==> config.mk <==
export PLATFORM = sky130hd
export DESIGN_NAME = sample_frame_counter
export DESIGN_NICKNAME = d
export VERILOG_FILES = /design/src/rtl/sample_frame_counter.sv
export SDC_FILE = /design/constraint.sdc
export NUM_CORES = 1
export LEC_CHECK = 0
export BUFFER_PORTS_ARGS = -buffer_cell sky130_fd_sc_hd__buf_4
export CAP_MARGIN = 20
export CELL_PAD_IN_SITES_DETAIL_PLACEMENT = 1
export CELL_PAD_IN_SITES_GLOBAL_PLACEMENT = 2
export CORE_MARGIN = 4
export CORE_UTILIZATION = 38
export CTS_CLUSTER_DIAMETER = 120
export DETAILED_ROUTE_END_ITERATION = 8
export PLACE_DENSITY_LB_ADDON = 0.1
export SETUP_SLACK_MARGIN = 0.15
export SYNTH_ARGS = -nofsm -noshare
export SYNTH_HDL_FRONTEND = slang
export SYNTH_SLANG_ARGS = --single-unit
==> constraint.sdc <==
create_clock -name clk -period 6.5 [get_ports clk]
set_input_delay 0.325 -clock clk [delete_from_list [all_inputs] [get_ports clk]]
set_output_delay 0.325 -clock clk [all_outputs]
set_load 0.05 [all_outputs]
==> src/rtl/sample_frame_counter.sv <==
// Registers the complex sample stream and tags each accepted sample with global,
// frame and in-frame indices plus SOF/EOF; flags capture completion and overrun.
module sample_frame_counter #(
   parameter  int I_BW       = 14,
   parameter  int O_BW       = 14,
   parameter  int FRAME_LEN  = 512,
   parameter  int TOTAL_DATA = 91136,
   localparam int NB_W       = $clog2(FRAME_LEN),
   localparam int N_FRAMES   = (TOTAL_DATA + FRAME_LEN - 1) / FRAME_LEN,
   localparam int NF_W       = (N_FRAMES > 1) ? $clog2(N_FRAMES) : 1,
   localparam int NT_W       = $clog2(TOTAL_DATA)
) (
   input  logic                   clk,
   input  logic                   rst,
   input  logic                   clr,
   input  logic                   di_en,
   input  logic [I_BW-1:0]        di_re,
   input  logic [I_BW-1:0]        di_im,
   output logic                   do_en,
   output logic [O_BW-1:0]        do_re,
   output logic [O_BW-1:0]        do_im,
   output logic                   do_sof,
   output logic                   do_eof,
   output logic [NT_W-1:0]        num,
   output logic [NF_W-1:0]        frame_idx,
   output logic [NB_W-1:0]        bin_idx,
   output logic                   done,
   output logic                   ovf
);

   logic [NT_W-1:0] t;
   logic [NB_W-1:0] b;
   logic [NF_W-1:0] f;
   logic [O_BW-1:0] re_c, im_c;
   logic            acc, b_last, t_last;

   generate
      if (O_BW >= I_BW) begin : g_ext
         assign re_c = O_BW'($signed(di_re));
         assign im_c = O_BW'($signed(di_im));
      end else begin : g_trunc
         assign re_c = di_re[I_BW-1 -: O_BW];
         assign im_c = di_im[I_BW-1 -: O_BW];
      end
   endgenerate

   assign acc    = di_en & ~done & ~clr;
   assign b_last = (b == NB_W'(FRAME_LEN - 1));
   assign t_last = (t == NT_W'(TOTAL_DATA - 1));

   always_ff @(posedge clk or posedge rst) begin
      if (rst) begin
         t         <= '0;
         b         <= '0;
         f         <= '0;
         do_en     <= 1'b0;
         do_re     <= '0;
         do_im     <= '0;
         do_sof    <= 1'b0;
         do_eof    <= 1'b0;
         num       <= '0;
         frame_idx <= '0;
         bin_idx   <= '0;
         done      <= 1'b0;
         ovf       <= 1'b0;
      end else if (clr) begin
         t     <= '0;
         b     <= '0;
         f     <= '0;
         do_en <= 1'b0;
         done  <= 1'b0;
         ovf   <= 1'b0;
      end else begin
         do_en <= acc;
         if (di_en && done)
            ovf <= 1'b1;
         if (acc) begin
            do_re     <= re_c;
            do_im     <= im_c;
            num       <= t;
            bin_idx   <= b;
            frame_idx <= f;
            do_sof    <= (b == '0);
            do_eof    <= b_last | t_last;
            // Counters freeze on the last sample so they never step past the capture.
            if (t_last) begin
               done <= 1'b1;
            end else begin
               t <= t + NT_W'(1);
               if (b_last) begin
                  b <= '0;
                  f <= f + NF_W'(1);
               end else begin
                  b <= b + NB_W'(1);
               end
            end
         end
      end
   end

endmodule

Word-level counts from Yosys, hierarchy flattened
Index checks and enable logic that the tools add are counted.
W data, S select, Z words.
{"block": "totals", "ff_bits": 101, "latch_bits": 0, "mem_bits_rw": 0, "romBits": 0, "out_inout_bits": 67, "word_cells": 51, "mem_count": 0}
{"block": "classes", "add_sub_neg": 3, "mul": 0, "div_mod_pow": 0, "n_lt_le_gt_ge": 0, "eq_ne": 3, "shift": 0, "muxes": 17, "bitwise_logic": 5, "reduce_logical": 10}
{"op": "$mux W17", "count": 3}
{"op": "$mux W9", "count": 4}
{"op": "$mux W8", "count": 4}
{"op": "$add A17 B1 Y17 const B", "count": 1}
{"op": "$eq A17 B17 Y1 const B", "count": 1}
{"op": "$add A9 B1 Y9 const B", "count": 1}
{"op": "$eq A9 B9 Y1 const B", "count": 1}
{"op": "$logic_not A9 Y1", "count": 1}
{"op": "$add A8 B1 Y8 const B", "count": 1}
{"op": "$reduce_bool A2 Y1", "count": 4}
{"op": "$mux W1", "count": 6}
{"op": "$reduce_and A2 Y1", "count": 3}
{"op": "$reduce_and A3 Y1", "count": 1}
{"op": "$and A1 B1 Y1", "count": 2}
{"op": "$ne A2 B2 Y1 const B", "count": 1}
{"op": "$not A1 Y1", "count": 2}
{"op": "$logic_and A1 B1 Y1", "count": 1}
{"op": "$or A1 B1 Y1", "count": 1}

Logic depth before layout (Yosys ltp)
{"block": "depth", "ltp_word": 5, "ltp_mapped": 10, "depth_no_buf": 9}

Worst setup path after synthesis
OpenSTA, ideal clock, no wires.
{"block": "synth_timing", "path_type": "flip-flop to flip-flop", "from": "register b[0]", "to": "register f[7]", "setup_ps": 125, "t_arrival_ps": 2410, "path_slack_ps": 3966, "path_stages_with_launch": 10, "synth_period_minus_slack_ps": 2534, "path_cell_list": "dfrtp_1 ha_1 and3_1 and3_1 and3_1 ha_1 clkbuf_1 nand2_1 a2111oi_0 mux2_2"}
{"block": "synth_between", "elab_chain_cells": 3}
{"element": "from (decl)", "line_no": "32", "source": "logic [NB_W-1:0] b;"}
{"element": "from (signal assigned)", "line_no": "94", "source": "b <= b + NB_W'(1);"}
{"element": "$eq A9 B9 Y1", "line_no": "48", "source": "assign b_last = (b == NB_W'(FRAME_LEN - 1));"}
{"element": "$reduce_bool A2 Y1 (no source line)"}
{"element": "$reduce_and A3 Y1 (no source line)"}
{"element": "to (signal assigned)", "line_no": "92", "source": "f <= f + NF_W'(1);"}
{"element": "to (decl)", "line_no": "33", "source": "logic [NF_W-1:0] f;"}
No other way between the ends.
A chain may end at the register's enable or synchronous reset.

Worst setup path after layout
Same ends and word-level chain as after synthesis.

==> impl_metrics.yaml <==
floorplan:
  io_pins: 99
  die_w_um: 118
  initial_core_util: 0.395
  die_h_um: 118
  rows: 39
  core-area_um2: 11600
  dieArea_um2: 13900
critical_path:
  start_kind: "flip-flop"
  cp_slowest_stage_delay_ns: 0.54
  critPathLaunch: "b[0]"
  crit_chain: "ha_1 > and3_1 > and3_1 > and3_1 > ha_1 > nand2_1 > a2111oi_0 > mux2_2"
  cp_max_fo: 10
  critPathKind: "reg2reg"
  cp_data_required_time_ns: 6.73
  crit_arrival_ns: 3.05
  endpoint_kind: "flip-flop"
  timing.rr.start: "b[0]"
  crit_top_cell: "and3_1"
  cp_slowest_cell: "a2111oi_0"
synth:
  synth_edf_count: 0
  netlist_area_um2: 4590
  synth-async-reset-ratio: 1.00
  yosys.area.top_type: "dfrtp_1"
  syn_inst: 384
  synth_top_area_share: 0.551
  avgSynthCellArea_um2: 12.0
  synthTopCellsByArea: "dfrtp_1 55%, mux2_2 17%, a21oi_1 1.9%, nor2b_1 1.8%, nor2_1 1.6%"
  synth_common_cells: "101 x dfrtp_1, 71 x mux2_2, 20 x nor2_1"
  synth_warnings: 0
  synth-seq-cells: 101
  synth_nets: 421
  synth_ff_type: "dfrtp_1"
  ys_types: 43
  synth_most_common_cell: "dfrtp_1"
  ys_seq_area_frac: 0.551
sta:
  final-setup-viol-count: 0
  finalClockSkew_ns: 0.00534
  maxSlewHeadroom: 0.387
  tns_ns: 0
  period_minus_slack_ns: 2.82
  timing.final.ws_setup_ns: 3.68
  hold_viol_final: 0
  worst_pin_slew_ns: 0.918
  rsz0062_at_grt: "false"
  fmax_ghz: 0.354
  drv_slew: 0
  fin_crit_sh: 0.434
clocking:
  clock_latency_ns: 0.34
  clk_path_buf_depth: 2
  cts_tree: "built"
  cts_root_buf: "clkbuf_16"
  clk_pin_slew_worst_paths_ns: 0.07
  cts_hold_buf: 0
  cts-buffers-inserted: 9
  post_cts_buffers: 0
  cts_max_level: 3
  cts_resized: 0
  clock_sinks: 101
placement:
  io_buffer_count: 98
  place_ws_ns: 3.72
  gp_congestion: 0.806
  hpwlAfterDp_mm: 7.56
power_and_ir_drop:
  leakage_nw: 2.67
  max-vdd-ir-drop_uv: 175
  powerDensity_nw_per_um2: 257
  finalPower_w: 0.00147
layout:
  fin_nets: 513
  drive_gt1_frac: 0.399
  antenna_cells: 0
  syn2layout_area_growth_pct: 25.2
  fillCellCount: 1238
  final_core_util: 0.495
detailed_routing:
  drc: 0
  routed_via_density: 5.42
  antenna_left: 0
  drt-wirelength-per-cell_um: 17.6
  num_vias: 3382
  dr.first_iter.drc_count: 188
  wirelength_mm: 11.0
  dr.pass1.iters: 4
hold_path:
  min_path_type: "in2async"
global_route:
  grt_pass1_wl_mm: 19.2
  grt.overflow.total: 0
  grt_max_degree: 60
  grt_pass1_vias: 3721
  antenna_found_initial: 0
  grt_use_total: 0.167
job:
  cap_violations: 0
run_status:
  status: "finished, final reports clean"
flip-flops by register name, summed over array words and instances, names as in the netlist:
register	count
bin_idx	9
t	17
do_re	14
do_sof	1
done	1
num	17
f	8
do_en	1
do_im	14
ovf	1
b	9
frame_idx	8
do_eof	1
report_power, final:
part	internal [W]	switching, W	total (W)
Combinational	0.0000865	0.000172	0.000259
Sequential	0.000662	0.0000185	0.000681
Clock	0.000308	0.000227	0.000535
Total	0.00106	0.000418	0.00147
placed cells by master (no fill, tap or decap), types with 5 or more instances in the layout:
cell type  synthesis  routed
a211oi_1           6       6
mux2_2            71      71
nand3_1           11      11
clkbuf_16          0       9
o31ai_1            6       6
nor2b_1           13      13
nor2_1            20      19
dfrtp_1          101     101
inv_1              9       8
or4_1              7       7
nand4_1           10      10
a21oi_1           17      17
or3_1              5       5
and3_1             7       7
buf_4              1     102
nand2b_1          11      11
ha_1               5       5
o21ai_0           11      11
nand2_1           10      10
logic make-up after synthesis:
kind of cell	synth area share
fa+ha+maj	0.0136
simple gates	0.140
compound gates	0.0862
xor+xnor	0.00191
mux	0.181
flops	0.551
buf+inv	0.0273
stage by stage:
| stage | hold WS [ns] | instance area (um^2) | instances |
|---|---|---|---|
| after CTS | 0.110 | 5750 | 624 |
| after detailed placement | 0.480 | 5450 | 608 |
| after global placement | 0.475 | 5450 | 608 |
| final | 0.0850 | 5750 | 624 |
| after floorplan | 0.475 | 4590 | 384 |
| after global routing | 0.141 | 5750 | 624 |
critical path: cells and delay by family (launching register included):
kind	cells	cell delay (ns)
multiplexers	1	0.39
adder cells (fa/ha/maj)	2	0.56
AO/OA/AOI/OAI	1	0.54
flip-flops	1	0.42
AND/OR/NAND/NOR	4	0.81
worst paths after layout:
path	to	slack, ns	cells past startpoint
setup / recovery	f[7]	3.68	8
setup reg to reg	f[7]	3.68	8
hold reg to reg	frame_idx[7]	0.51	1
max in group asynchronous	b[3]	5.31	3
hold / removal	num[3]	0.09	2
min in group clk	do_re[5]	0.21	2
layout make-up:
cell class	instances	area, um^2	share of cell area
Multi-Input combinational cell	253	1940	0.338
Clock inverter	4	47.5	0.00827
Inverter	9	36.3	0.00631
Tap cell	143	179	0.0311
Sequential cell	101	2530	0.440
Clock buffer	12	246	0.0429
Timing Repair Buffer	102	766	0.133
routing by layer:
metal	routed length (um)	GRT usage
met2	5160	0.261
met4	164	0.0571
met1	5080	0.226
met5	0	0
met3	571	0.0432
No activity file was read; power rests on OpenSTA's default activity.
